[src/rtl/dmem_bridge_if.sv]
// ============================================================================
// dmem_bridge_if : pipeline-side request/response bundle and word-addressed
//                  memory bus bundle for the dmem_bridge data-memory bridge.
// Revision 1.0
// ============================================================================
`default_nettype none

interface dmem_req_if;
   logic        req_valid;
   logic        req_we;
   logic [1:0]  req_size;
   logic        req_unsigned;
   logic [31:0] req_addr;
   logic [31:0] req_wdata;
   logic        req_ready;
   logic        stall;
   logic        rsp_valid;
   logic [31:0] rsp_rdata;
   logic        rsp_err;

   // Master is the memory-access stage, slave is the bridge.
   modport master (
      output req_valid, req_we, req_size, req_unsigned, req_addr, req_wdata,
      input  req_ready, stall, rsp_valid, rsp_rdata, rsp_err
   );

   modport slave (
      input  req_valid, req_we, req_size, req_unsigned, req_addr, req_wdata,
      output req_ready, stall, rsp_valid, rsp_rdata, rsp_err
   );
endinterface

interface dmem_bus_if;
   logic        mem_req;
   logic        mem_we;
   logic [31:0] mem_addr;
   logic [3:0]  mem_be;
   logic [31:0] mem_wdata;
   logic        mem_ack;
   logic [31:0] mem_rdata;

   // Master is the bridge, slave is the memory.
   modport master (
      output mem_req, mem_we, mem_addr, mem_be, mem_wdata,
      input  mem_ack, mem_rdata
   );

   modport slave (
      input  mem_req, mem_we, mem_addr, mem_be, mem_wdata,
      output mem_ack, mem_rdata
   );
endinterface

`default_nettype wire

[src/rtl/dmem_bridge.sv]
// ============================================================================
// dmem_bridge : load/store request to word-addressed req/ack bus bridge with
//               byte enables, lane replication and load extension.
//               Optional macro DMEM_TIMEOUT_EN adds a BUSY-state abort timer.
// Revision 1.0
// ============================================================================
`default_nettype none

module dmem_bridge #(
   parameter int unsigned TIMEOUT_CYCLES = 255
) (
   input  logic       clk,
   input  logic       rst,
   dmem_req_if.slave  pipe,
   dmem_bus_if.master bus
);

   typedef enum logic [1:0] {
      IDLE = 2'd0,
      BUSY = 2'd1,
      RESP = 2'd2
   } state_e;

   localparam logic [1:0] SZ_BYTE = 2'b00;
   localparam logic [1:0] SZ_HALF = 2'b01;
   localparam logic [1:0] SZ_WORD = 2'b10;

   state_e      state_q, state_d;
   logic        we_q, we_d;
   logic [1:0]  size_q, size_d;
   logic        uns_q, uns_d;
   logic [1:0]  lane_q, lane_d;
   logic [29:0] waddr_q, waddr_d;
   logic [3:0]  be_q, be_d;
   logic [31:0] wdata_q, wdata_d;
   logic [31:0] rdata_q, rdata_d;
   logic        err_q, err_d;

   logic        w_legal;
   logic [3:0]  w_be;
   logic [31:0] w_wdata;
   logic [7:0]  w_byte;
   logic [15:0] w_half;
   logic [31:0] w_load;
   logic        w_busy;
   logic        w_idle;
   logic        w_timeout;

   // ------------------------------------------------------------------------
   // Request decode: alignment, byte enables and store-lane replication
   // ------------------------------------------------------------------------
   always_comb begin
      w_legal = 1'b0;
      w_be    = 4'b0000;
      w_wdata = pipe.req_wdata;
      case (pipe.req_size)
         SZ_BYTE: begin
            w_legal = 1'b1;
            w_be    = 4'b0001 << pipe.req_addr[1:0];
            w_wdata = {4{pipe.req_wdata[7:0]}};
         end
         SZ_HALF: begin
            w_legal = ~pipe.req_addr[0];
            w_be    = 4'b0011 << pipe.req_addr[1:0];
            w_wdata = {2{pipe.req_wdata[15:0]}};
         end
         SZ_WORD: begin
            w_legal = (pipe.req_addr[1:0] == 2'b00);
            w_be    = 4'b1111;
            w_wdata = pipe.req_wdata;
         end
         default: begin
            w_legal = 1'b0;
            w_be    = 4'b0000;
            w_wdata = pipe.req_wdata;
         end
      endcase
   end

   // ------------------------------------------------------------------------
   // Load extraction from the returned bus word
   // ------------------------------------------------------------------------
   always_comb begin
      w_byte = bus.mem_rdata[{lane_q, 3'b000} +: 8];
      // Legal halfword lanes are 0 and 2, so only lane bit 1 selects.
      w_half = bus.mem_rdata[{lane_q[1], 4'b0000} +: 16];
      w_load = bus.mem_rdata;
      case (size_q)
         SZ_BYTE: w_load = uns_q ? {24'd0, w_byte} : {{24{w_byte[7]}}, w_byte};
         SZ_HALF: w_load = uns_q ? {16'd0, w_half} : {{16{w_half[15]}}, w_half};
         default: w_load = bus.mem_rdata;
      endcase
   end

   // ------------------------------------------------------------------------
   // Optional BUSY abort timer
   // ------------------------------------------------------------------------
`ifdef DMEM_TIMEOUT_EN
   localparam int unsigned CNT_W = $clog2(TIMEOUT_CYCLES + 1);

   logic [CNT_W-1:0] cnt_q, cnt_d;
   logic [CNT_W-1:0] w_cnt_inc;

   assign w_cnt_inc = cnt_q + CNT_W'(1);
   // Fires in the BUSY cycle whose increment would reach the limit, so the
   // bus request is held for exactly TIMEOUT_CYCLES cycles.
   assign w_timeout = (w_cnt_inc == CNT_W'(TIMEOUT_CYCLES));

   always_comb begin
      cnt_d = cnt_q;
      if (state_q == IDLE) begin
         cnt_d = '0;
      end else if ((state_q == BUSY) && !bus.mem_ack) begin
         cnt_d = w_cnt_inc;
      end
   end

   always_ff @(posedge clk) begin
      if (!rst) begin
         cnt_q <= '0;
      end else begin
         cnt_q <= cnt_d;
      end
   end
`else
   logic unused_timeout_cfg;

   assign unused_timeout_cfg = ^TIMEOUT_CYCLES;
   assign w_timeout          = 1'b0;
`endif

   // ------------------------------------------------------------------------
   // Transaction FSM: next state and datapath capture
   // ------------------------------------------------------------------------
   always_comb begin
      state_d = state_q;
      we_d    = we_q;
      size_d  = size_q;
      uns_d   = uns_q;
      lane_d  = lane_q;
      waddr_d = waddr_q;
      be_d    = be_q;
      wdata_d = wdata_q;
      rdata_d = rdata_q;
      err_d   = err_q;

      case (state_q)
         IDLE: begin
            if (pipe.req_valid) begin
               rdata_d = 32'd0;
               if (w_legal) begin
                  we_d    = pipe.req_we;
                  size_d  = pipe.req_size;
                  uns_d   = pipe.req_unsigned;
                  lane_d  = pipe.req_addr[1:0];
                  waddr_d = pipe.req_addr[31:2];
                  be_d    = w_be;
                  wdata_d = w_wdata;
                  err_d   = 1'b0;
                  state_d = BUSY;
               end else begin
                  err_d   = 1'b1;
                  state_d = RESP;
               end
            end
         end
         BUSY: begin
            // An acknowledge coinciding with the timeout completes normally.
            if (bus.mem_ack) begin
               rdata_d = we_q ? 32'd0 : w_load;
               err_d   = 1'b0;
               state_d = RESP;
            end else if (w_timeout) begin
               rdata_d = 32'd0;
               err_d   = 1'b1;
               state_d = RESP;
            end
         end
         RESP: begin
            rdata_d = 32'd0;
            err_d   = 1'b0;
            state_d = IDLE;
         end
         default: begin
            rdata_d = 32'd0;
            err_d   = 1'b0;
            state_d = IDLE;
         end
      endcase
   end

   always_ff @(posedge clk) begin
      if (!rst) begin
         state_q <= IDLE;
         we_q    <= 1'b0;
         size_q  <= 2'b00;
         uns_q   <= 1'b0;
         lane_q  <= 2'b00;
         waddr_q <= 30'd0;
         be_q    <= 4'b0000;
         wdata_q <= 32'd0;
         rdata_q <= 32'd0;
         err_q   <= 1'b0;
      end else begin
         state_q <= state_d;
         we_q    <= we_d;
         size_q  <= size_d;
         uns_q   <= uns_d;
         lane_q  <= lane_d;
         waddr_q <= waddr_d;
         be_q    <= be_d;
         wdata_q <= wdata_d;
         rdata_q <= rdata_d;
         err_q   <= err_d;
      end
   end

   // ------------------------------------------------------------------------
   // Outputs
   // ------------------------------------------------------------------------
   assign w_idle = (state_q == IDLE);
   assign w_busy = (state_q == BUSY);

   assign pipe.req_ready = w_idle;
   assign pipe.stall     = w_busy | (w_idle & pipe.req_valid);
   assign pipe.rsp_valid = (state_q == RESP);
   assign pipe.rsp_rdata = rdata_q;
   assign pipe.rsp_err   = err_q;

   // Bus signals are quiet outside BUSY so a dropped request leaves no residue.
   assign bus.mem_req   = w_busy;
   assign bus.mem_we    = w_busy & we_q;
   assign bus.mem_addr  = w_busy ? {waddr_q, 2'b00} : 32'd0;
   assign bus.mem_be    = w_busy ? be_q : 4'b0000;
   assign bus.mem_wdata = w_busy ? wdata_q : 32'd0;

endmodule

`default_nettype wire

[src/flat_wrapper.sv]
// flat-port wrapper written by rule: the top's interface ports become plain ports
module dmem_bridge_flat 
#(
   parameter int unsigned TIMEOUT_CYCLES = 255
)
  (clk, rst, pipe_req_valid, pipe_req_we, pipe_req_size, pipe_req_unsigned, pipe_req_addr, pipe_req_wdata, pipe_req_ready, pipe_stall, pipe_rsp_valid, pipe_rsp_rdata, pipe_rsp_err, bus_mem_req, bus_mem_we, bus_mem_addr, bus_mem_be, bus_mem_wdata, bus_mem_ack, bus_mem_rdata);
  dmem_req_if pipe_i ();
  dmem_bus_if bus_i ();
  input  logic clk;
  input  logic rst;
  input wire logic [$bits(pipe_i.req_valid)-1:0] pipe_req_valid;
  input wire logic [$bits(pipe_i.req_we)-1:0] pipe_req_we;
  input wire logic [$bits(pipe_i.req_size)-1:0] pipe_req_size;
  input wire logic [$bits(pipe_i.req_unsigned)-1:0] pipe_req_unsigned;
  input wire logic [$bits(pipe_i.req_addr)-1:0] pipe_req_addr;
  input wire logic [$bits(pipe_i.req_wdata)-1:0] pipe_req_wdata;
  output wire logic [$bits(pipe_i.req_ready)-1:0] pipe_req_ready;
  output wire logic [$bits(pipe_i.stall)-1:0] pipe_stall;
  output wire logic [$bits(pipe_i.rsp_valid)-1:0] pipe_rsp_valid;
  output wire logic [$bits(pipe_i.rsp_rdata)-1:0] pipe_rsp_rdata;
  output wire logic [$bits(pipe_i.rsp_err)-1:0] pipe_rsp_err;
  output wire logic [$bits(bus_i.mem_req)-1:0] bus_mem_req;
  output wire logic [$bits(bus_i.mem_we)-1:0] bus_mem_we;
  output wire logic [$bits(bus_i.mem_addr)-1:0] bus_mem_addr;
  output wire logic [$bits(bus_i.mem_be)-1:0] bus_mem_be;
  output wire logic [$bits(bus_i.mem_wdata)-1:0] bus_mem_wdata;
  input wire logic [$bits(bus_i.mem_ack)-1:0] bus_mem_ack;
  input wire logic [$bits(bus_i.mem_rdata)-1:0] bus_mem_rdata;
  assign pipe_i.req_valid = pipe_req_valid;
  assign pipe_i.req_we = pipe_req_we;
  assign pipe_i.req_size = pipe_req_size;
  assign pipe_i.req_unsigned = pipe_req_unsigned;
  assign pipe_i.req_addr = pipe_req_addr;
  assign pipe_i.req_wdata = pipe_req_wdata;
  assign pipe_req_ready = pipe_i.req_ready;
  assign pipe_stall = pipe_i.stall;
  assign pipe_rsp_valid = pipe_i.rsp_valid;
  assign pipe_rsp_rdata = pipe_i.rsp_rdata;
  assign pipe_rsp_err = pipe_i.rsp_err;
  assign bus_mem_req = bus_i.mem_req;
  assign bus_mem_we = bus_i.mem_we;
  assign bus_mem_addr = bus_i.mem_addr;
  assign bus_mem_be = bus_i.mem_be;
  assign bus_mem_wdata = bus_i.mem_wdata;
  assign bus_i.mem_ack = bus_mem_ack;
  assign bus_i.mem_rdata = bus_mem_rdata;
  dmem_bridge #(.TIMEOUT_CYCLES(TIMEOUT_CYCLES)) u_core (.clk(clk), .rst(rst), .pipe(pipe_i), .bus(bus_i));
endmodule
[config.mk]
export PLATFORM = sky130hd
export DESIGN_NAME = dmem_bridge_flat
export DESIGN_NICKNAME = d
export VERILOG_FILES = /design/src/rtl/dmem_bridge_if.sv /design/src/rtl/dmem_bridge.sv /design/src/flat_wrapper.sv
export SDC_FILE = /design/constraint.sdc
export NUM_CORES = 1
export LEC_CHECK = 0
export ABC_CLOCK_PERIOD_IN_PS = 2000
export CAP_MARGIN = 40
export CELL_PAD_IN_SITES_DETAIL_PLACEMENT = 1
export CELL_PAD_IN_SITES_GLOBAL_PLACEMENT = 1
export CORE_MARGIN = 4
export CORE_UTILIZATION = 32
export CTS_CLUSTER_SIZE = 30
export DETAILED_ROUTE_END_ITERATION = 10
export GPL_ROUTABILITY_DRIVEN = 1
export MAX_ROUTING_LAYER = met4
export PLACE_DENSITY_LB_ADDON = 0.12
export RECOVER_POWER = 25
export SYNTH_ARGS = -nofsm -noshare
export SYNTH_HDL_FRONTEND = slang
export SYNTH_SLANG_ARGS = --single-unit
[constraint.sdc]
create_clock -name clk -period 2 [get_ports clk]
set_clock_uncertainty 0.1 [all_clocks]
set_input_delay 0.6 -clock clk [delete_from_list [all_inputs] [get_ports clk]]
set_output_delay 0.6 -clock clk [all_outputs]
set_load 0.1 [all_outputs]
==> results of run 1 <==
-- layout make-up --
type / instances / share of cell area (%)
repair buffers: 260 / 35.1
multi-input cells: 463 / 34.7
flip-flops and latches: 107 / 23.7
well taps: 220 / 3.05
clock buffers: 11 / 2.69
clock inverters: 5 / 0.679
inverters: 3 / 0.125
diodes: 1 / 0.0277
-- Yosys cell counts (2+ instances only) --
| cell | n |
|---|---|
| nor2_1 | 11 |
| nor2b_1 | 12 |
| inv_1 | 3 |
| o211a_1 | 18 |
| a22o_1 | 8 |
| buf_6 | 6 |
| a22oi_1 | 16 |
| buf_4 | 11 |
| and2_1 | 70 |
| a222oi_1 | 7 |
| a21boi_1 | 54 |
| a21boi_0 | 16 |
| clkbuf_1 | 23 |
| dfxtp_1 | 107 |
| a21oi_1 | 10 |
| o211ai_1 | 2 |
| mux2_2 | 8 |
| buf_2 | 14 |
| mux2i_1 | 25 |
| nand2b_1 | 4 |
| nand2_1 | 133 |
| o21ai_0 | 32 |
| nor3_1 | 2 |
| nand3_1 | 9 |
| o2bb2ai_1 | 7 |
-- registers in the layout, indices dropped and copies added (netlist names) --
name / flops
u_core.pipe.rsp_rdata: 32
u_core.wdata_q: 32
u_core.waddr_q: 30
u_core.be_q: 4
u_core.lane_q: 2
u_core.size_q: 2
u_core.state_q: 2
u_core.pipe.rsp_err: 1
u_core.uns_q: 1
u_core.we_q: 1
-- logic make-up (layout without fill, tap and decap cells) --
family | count (synthesis) | in the layout | synth area share, %
buf+inv | 59 | 279 | 6.25
flops | 107 | 107 | 39.6
simple gates | 247 | 247 | 22.3
other cells | 1 | 3 | 0.0694
compound gates | 180 | 180 | 25.0
mux | 34 | 34 | 6.71
-- per-stage QoR --
stage	hold slack, ns	std cells	TNS [ns]	utilization, %	worst slack, ns
3_5_place_dp	0.350	1047	-39.09	54.9	-0.506
5_1_grt	0.387	1069	-19.54	54.4	-0.301
6_report	0.357	1070	-14.26	54.4	-0.260
2_1_floorplan	0.326	629	-2.92	-	-0.144
4_1_cts	0.361	1065	-15.09	57.1	-0.271
3_3_place_gp	0.338	1047	-29.76	54.9	-0.386
-- how the worst max path moves through the flow --
stage	from	end	slack, ns	cells after the start
after floorplan	u_core.state_q[1]$_SDFFE_PN0P_	bus_mem_addr[13]	-0.14	4
after global placement	pipe_req_size[0]	u_core.waddr_q[8]$_SDFFE_PN0P_	-0.39	7
after detailed placement	pipe_req_size[0]	u_core.wdata_q[16]$_SDFFE_PN0P_	-0.51	6
after CTS	u_core.state_q[1]$_SDFFE_PN0P_	bus_mem_addr[17]	-0.27	4
after global routing	u_core.state_q[1]$_SDFFE_PN0P_	bus_mem_addr[17]	-0.30	4
final	u_core.state_q[1]$_SDFFE_PN0P_	bus_mem_addr[17]	-0.26	4
-- report_power, final --
part           switching (µW)  internal (µW)  total (µW)
Clock                     837           1010        1850
Combinational             786            603        1390
Sequential               68.8           2240        2300
Total                    1690           3850        5540
-- layer usage --
metal	routed length (µm)	up-vias	global-route usage, %
met4	566	0	8.84
li1	-	2596	-
met5	0	-	-
met2	10700	166	38.2
met1	8470	2668	26.0
met3	1030	34	3.16
-- tightest hold or removal path, cell delays in order, from the launching register on --
cell,delay (ns)
dfxtp_1,0.31
nand2_1,0.05
a21boi_1,0.05
-- what timing repair did --
action,4_1_cts,5_1_grt
cloned,1,0
endpoints found under the setup margin,139,108
resized for setup,9,6
buffers inserted,1,4
pin swaps,5,11
==> impl_results.md, run 1 <==
* Status: complete, but fails checks
* Violated checks: setup timing
* Most frequent cells in the layout: 133 x nand2_1, 107 x dfxtp_1, 97 x clkdlybuf4s50_1, 81 x buf_12, 54 x a21boi_1
* DR pass1 iterations at 5
* Top cells by area, synth: dfxtp_1 40%, nand2_1 9.2%, and2_1 8.1%, a21boi_1 7.5%, mux2i_1 4.6%
* Library cells used by synthesis at 45
* Share of synthesized registers carrying an async set or reset at 0%
* Crit path buffers/inverters at 2
* Layout cell share with drive strength beyond 1 at 30.9%
* Area leader, netlist: dfxtp_1
* Cts-stage hold buffer count at 0
* Register area share after synthesis at 39.6%
* Boundary Pins at 210
* FMAX at 443 MHz
* Crit end category: output port
* Post-synth EDFFs at 0
* Synth Area per Inst at 8.61 µm²
* Initial Utilization at 32.6%
* Area of the multi-input gates at 3130 µm²
* Clock Latency Late Sink at 0.35 ns
* Dpl hpwl at 15700 µm
* WHS Path Cells at 2
* Die ar. at 19000 µm²
* Worst slew margin at 63.5%
* Die width at 138 µm
* Fill cells at 1862
* #FFs+latches synth at 107
* Starting DRC count in detailed routing at 271
* GRT Resource Usage Total at 22.2%
* Root Driver: clkbuf_16
* PortBufs at 207
* Post-synthesis cell area at 5410 µm²
* Tcrit/Tclk final at 113%
* Yosys synthesis warning count at 0
* H-Tree Depth at 3
* Max-cap check violation count at 0
* R2R Path End: u_core.pipe.rsp_rdata[17]$_SDFFE_PN0P_
* VDD IR-drop max at 0.000414 V
* Drt wl/cell at 19.4 µm
* Die Height at 138 µm
* Vias after detailed routing at 5464
* PnR worst setup slack at -0.260 ns
* Worst reg2reg path depth at 7
* Finished Cell Area at 9030 µm²
* Routed Antenna Nets at 0
* Synth Flop Type: dfxtp_1
* Most common cell after layout, fill and taps aside: nand2_1
* Worst-margin pin slew at 0.549 ns
* Final Hold Fails at 0
* WL final at 20800 µm
* First-pass GRT wire length at 31800 µm
* Crit path required time at 1.30 ns
* DRC at 0
* Max Buffers Root-to-Sink at 2
* CP Cell Sequence: and2b_2 > buf_12 > and2_2 > buf_12
* Core Rows at 47
* CP Max Fanout at 38
* Fin crit period at 2.26 ns
* Leakage at 0.00378 µW
* Worst path most repeated cell: buf_12
* Arrival time of the worst setup path at 1.56 ns
* Startpoint types: flop
* Area grow syn2layout at 67.0%
* Nets at 948
* CP max stage cell: dfxtp_1
* Worst-path clk slew at 0.07 ns
* Worst path max stage delay at 0.31 ns
* Grt ovf at 0
* Hold Path Sink: u_core.wdata_q[2]$_SDFFE_PN0P_
* Critical path class: reg2out
* Register area at 2140 µm²
* Crit path max-delay family: simple AND/OR/NAND/NOR gates
* R2R Path Start: u_core.state_q[0]$_SDFFE_PN0P_
* Clock sink count at 107
* Gate Count Post-Synth at 628
* Placed Area at 9110 µm²
* Antenna violations before repair at 0
* Largest net degree at the start of global routing at 44
* Via density at 5.11
* Vias in the first global route at 5948
* R2R setup slack at 0.15 ns
* HP Class: reg2reg
* Tot Pwr at 5540 µW
* CTS tree: yes
* CTS Buf Count at 9
* RePlAce Congestion at 0.944
* Core area at 16600 µm²
* RSZ-0062 raised after global routing: yes
* Min-delay src: u_core.wdata_q[2]$_SDFFE_PN0P_
* Pwr per Cell Area at 614 nW/µm²
* Number of setup violations in the final report at 77
* Slew Viols, Final at 0
* Post-synth top area share at 39.6%
Power figures use the tool's default switching activity.
==> inputs of run 2 (changes only) <==
- SKIP_CTS_REPAIR_TIMING: unset -> 1
==> run 2 against run 1 <==
Against the previous run:
- the run still ends with setup timing left
- cell count decreased by 0.19%
- clock power about the same
- cell area about the same
- non-clock buffer count decreased by 2
- total power increased by 0.24%
- flip-flop and latch count unchanged
- sequential power about the same
- first-iteration DRC count decreased by 12%
- critical endpoint unchanged
- largest power group unchanged
- highest routed layer unchanged
==> impl_results.md, run 2 (same netlist as run 1, synthesis figures left out) <==
* Antenna violations before repair at 0
* Core area at 16600 µm²
* CTS Buf Count at 9
* Worst path most repeated cell: buf_12
* Routed Antenna Nets at 0
* Root Driver: clkbuf_16
* GRT Resource Usage Total at 21.9%
* CP Max Fanout at 38
* DR pass1 iterations at 8
* RePlAce Congestion at 0.944
* R2R Path Start: u_core.lane_q[1]$_SDFFE_PN0P_
* Vias in the first global route at 5910
* RSZ-0062 raised after global routing: yes
* Number of setup violations in the final report at 140
* Violated checks: setup timing
* Worst path max stage delay at 0.31 ns
* Worst reg2reg path depth at 5
* Status: complete, but fails checks
* Die Height at 138 µm
* Slew Viols, Final at 0
* Area of the multi-input gates at 3130 µm²
* H-Tree Depth at 3
* Core Rows at 47
* Max Buffers Root-to-Sink at 2
* Crit path required time at 1.30 ns
* CP max stage cell: dfxtp_1
* Min-delay src: u_core.waddr_q[28]$_SDFFE_PN0P_
* Die width at 138 µm
* Max-cap check violation count at 0
* Worst-path clk slew at 0.07 ns
* Most frequent cells in the layout: 133 x nand2_1, 107 x dfxtp_1, 99 x clkdlybuf4s50_1, 80 x buf_12, 54 x a21boi_1
* Dpl ws at -0.506 ns
* Largest net degree at the start of global routing at 44
* Crit path max-delay family: simple AND/OR/NAND/NOR gates
* PnR worst setup slack at -0.256 ns
* CTS tree: yes
* Startpoint types: flop
* Area grow syn2layout at 67.0%
* Worst slew margin at 63.5%
* Tcrit/Tclk final at 113%
* Boundary Pins at 210
* Crit path depth at 4
* WL final at 20800 µm
* R2R Path End: u_core.pipe.rsp_rdata[2]$_SDFFE_PN0P_
* Clock Latency Late Sink at 0.35 ns
* Worst-margin pin slew at 0.550 ns
* Nets at 946
* Fill cells at 1851
* Worst setup path endpoint: bus_mem_addr[17]
* R2R setup slack at 0.17 ns
* Drt wl/cell at 19.5 µm
* Most common cell after layout, fill and taps aside: nand2_1
* Post-layout util at 54.4%
* Register area at 2140 µm²
* Initial Utilization at 32.6%
* CP Cell Sequence: and2b_2 > buf_12 > and2_2 > buf_12
* DRC at 0
* Die ar. at 19000 µm²
* PortBufs at 207
* FMAX at 443 MHz
* Grt ovf at 0
* Fin crit period at 2.26 ns
* HP Class: reg2reg
* Critical path class: reg2out
* Dpl hpwl at 15700 µm
* Final Hold Fails at 0
* First-pass GRT wire length at 31500 µm
* VDD IR-drop max at 0.000408 V
* Starting DRC count in detailed routing at 238
* Layout cell share with drive strength beyond 1 at 30.7%
* Leakage at 0.00379 µW
* Arrival time of the worst setup path at 1.56 ns
* Via density at 5.09
* Pwr per Cell Area at 615 nW/µm²
* Crit end category: output port
* Crit path buffers/inverters at 2
* Vias after detailed routing at 5439
* Crit path launch: u_core.state_q[1]$_SDFFE_PN0P_
* Clock sink count at 107
==> run 2: cell count changes in the layout (fill, tap and decap cells not counted), moves of 2 or more <==
cell	delta
dlymetal6s2s_1	+2
clkdlybuf4s50_1	+2
dlygate4sd2_1	-3
buf_4	-3
clkbuf_16	+2
==> run 2: routing by layer <==
| layer | GRT usage (%) | part of all wire, % | vias up |
|---|---|---|---|
| li1 | - | - | 2595 |
| met1 | 25.9 | 41 | 2625 |
| met2 | 37.5 | 51 | 184 |
| met3 | 3.19 | 5.2 | 35 |
| met4 | 9.00 | 2.6 | 0 |
| met5 | - | 0 | - |
==> run 2: worst min path at each step <==
| stage | endpoint | slack [ns] | cells after the start |
|---|---|---|---|
| after detailed placement | u_core.wdata_q[1]$_SDFFE_PN0P_ | 0.35 | 2 |
| after floorplan | u_core.be_q[3]$_SDFFE_PN0P_ | 0.33 | 2 |
| final | u_core.waddr_q[28]$_SDFFE_PN0P_ | 0.36 | 2 |
| after CTS | u_core.wdata_q[2]$_SDFFE_PN0P_ | 0.36 | 2 |
| after global routing | u_core.waddr_q[5]$_SDFFE_PN0P_ | 0.39 | 2 |
| after global placement | u_core.waddr_q[15]$_SDFFE_PN0P_ | 0.34 | 2 |
==> run 2: final cells by class <==
| cell class | instances | share of cell area (%) |
|---|---|---|
| timing repair buffer | 258 | 35.0 |
| multi-input combinational | 463 | 34.7 |
| sequential | 107 | 23.7 |
| tap | 220 | 3.05 |
| clock buffer | 11 | 2.69 |
| clock inverter | 5 | 0.679 |
| inverter | 3 | 0.125 |
| antenna | 1 | 0.0277 |
==> run 2: worst reg2reg max path, delay by kind of cell, from the launching register on <==
| kind | cells | cell delay (ns) |
|---|---|---|
| and+or+nand+nor | 1 | 0.07 |
| AOI/OAI and AO/OA | 3 | 0.82 |
| DFF | 1 | 0.49 |
| buffers and inverters | 1 | 0.24 |
==> run 2: report_power, final <==
part	internal (µW)	switching [µW]	total, µW
clock network	1010	845	1860
registers	2240	66.7	2300
logic	607	789	1400
==> run 2: stage by stage <==
step	cell area (µm²)	TNS [ns]	total power (µW)	hold slack, ns	cells
6_report	9030	-18.81	5560	0.358	1068
5_1_grt	9020	-24.29	5790	0.387	1067
4_1_cts	9410	-20.08	5610	0.361	1063
3_5_place_dp	9110	-39.09	3760	0.350	1047
3_3_place_gp	9110	-29.76	3710	0.338	1047
2_1_floorplan	5580	-2.92	3120	0.326	629
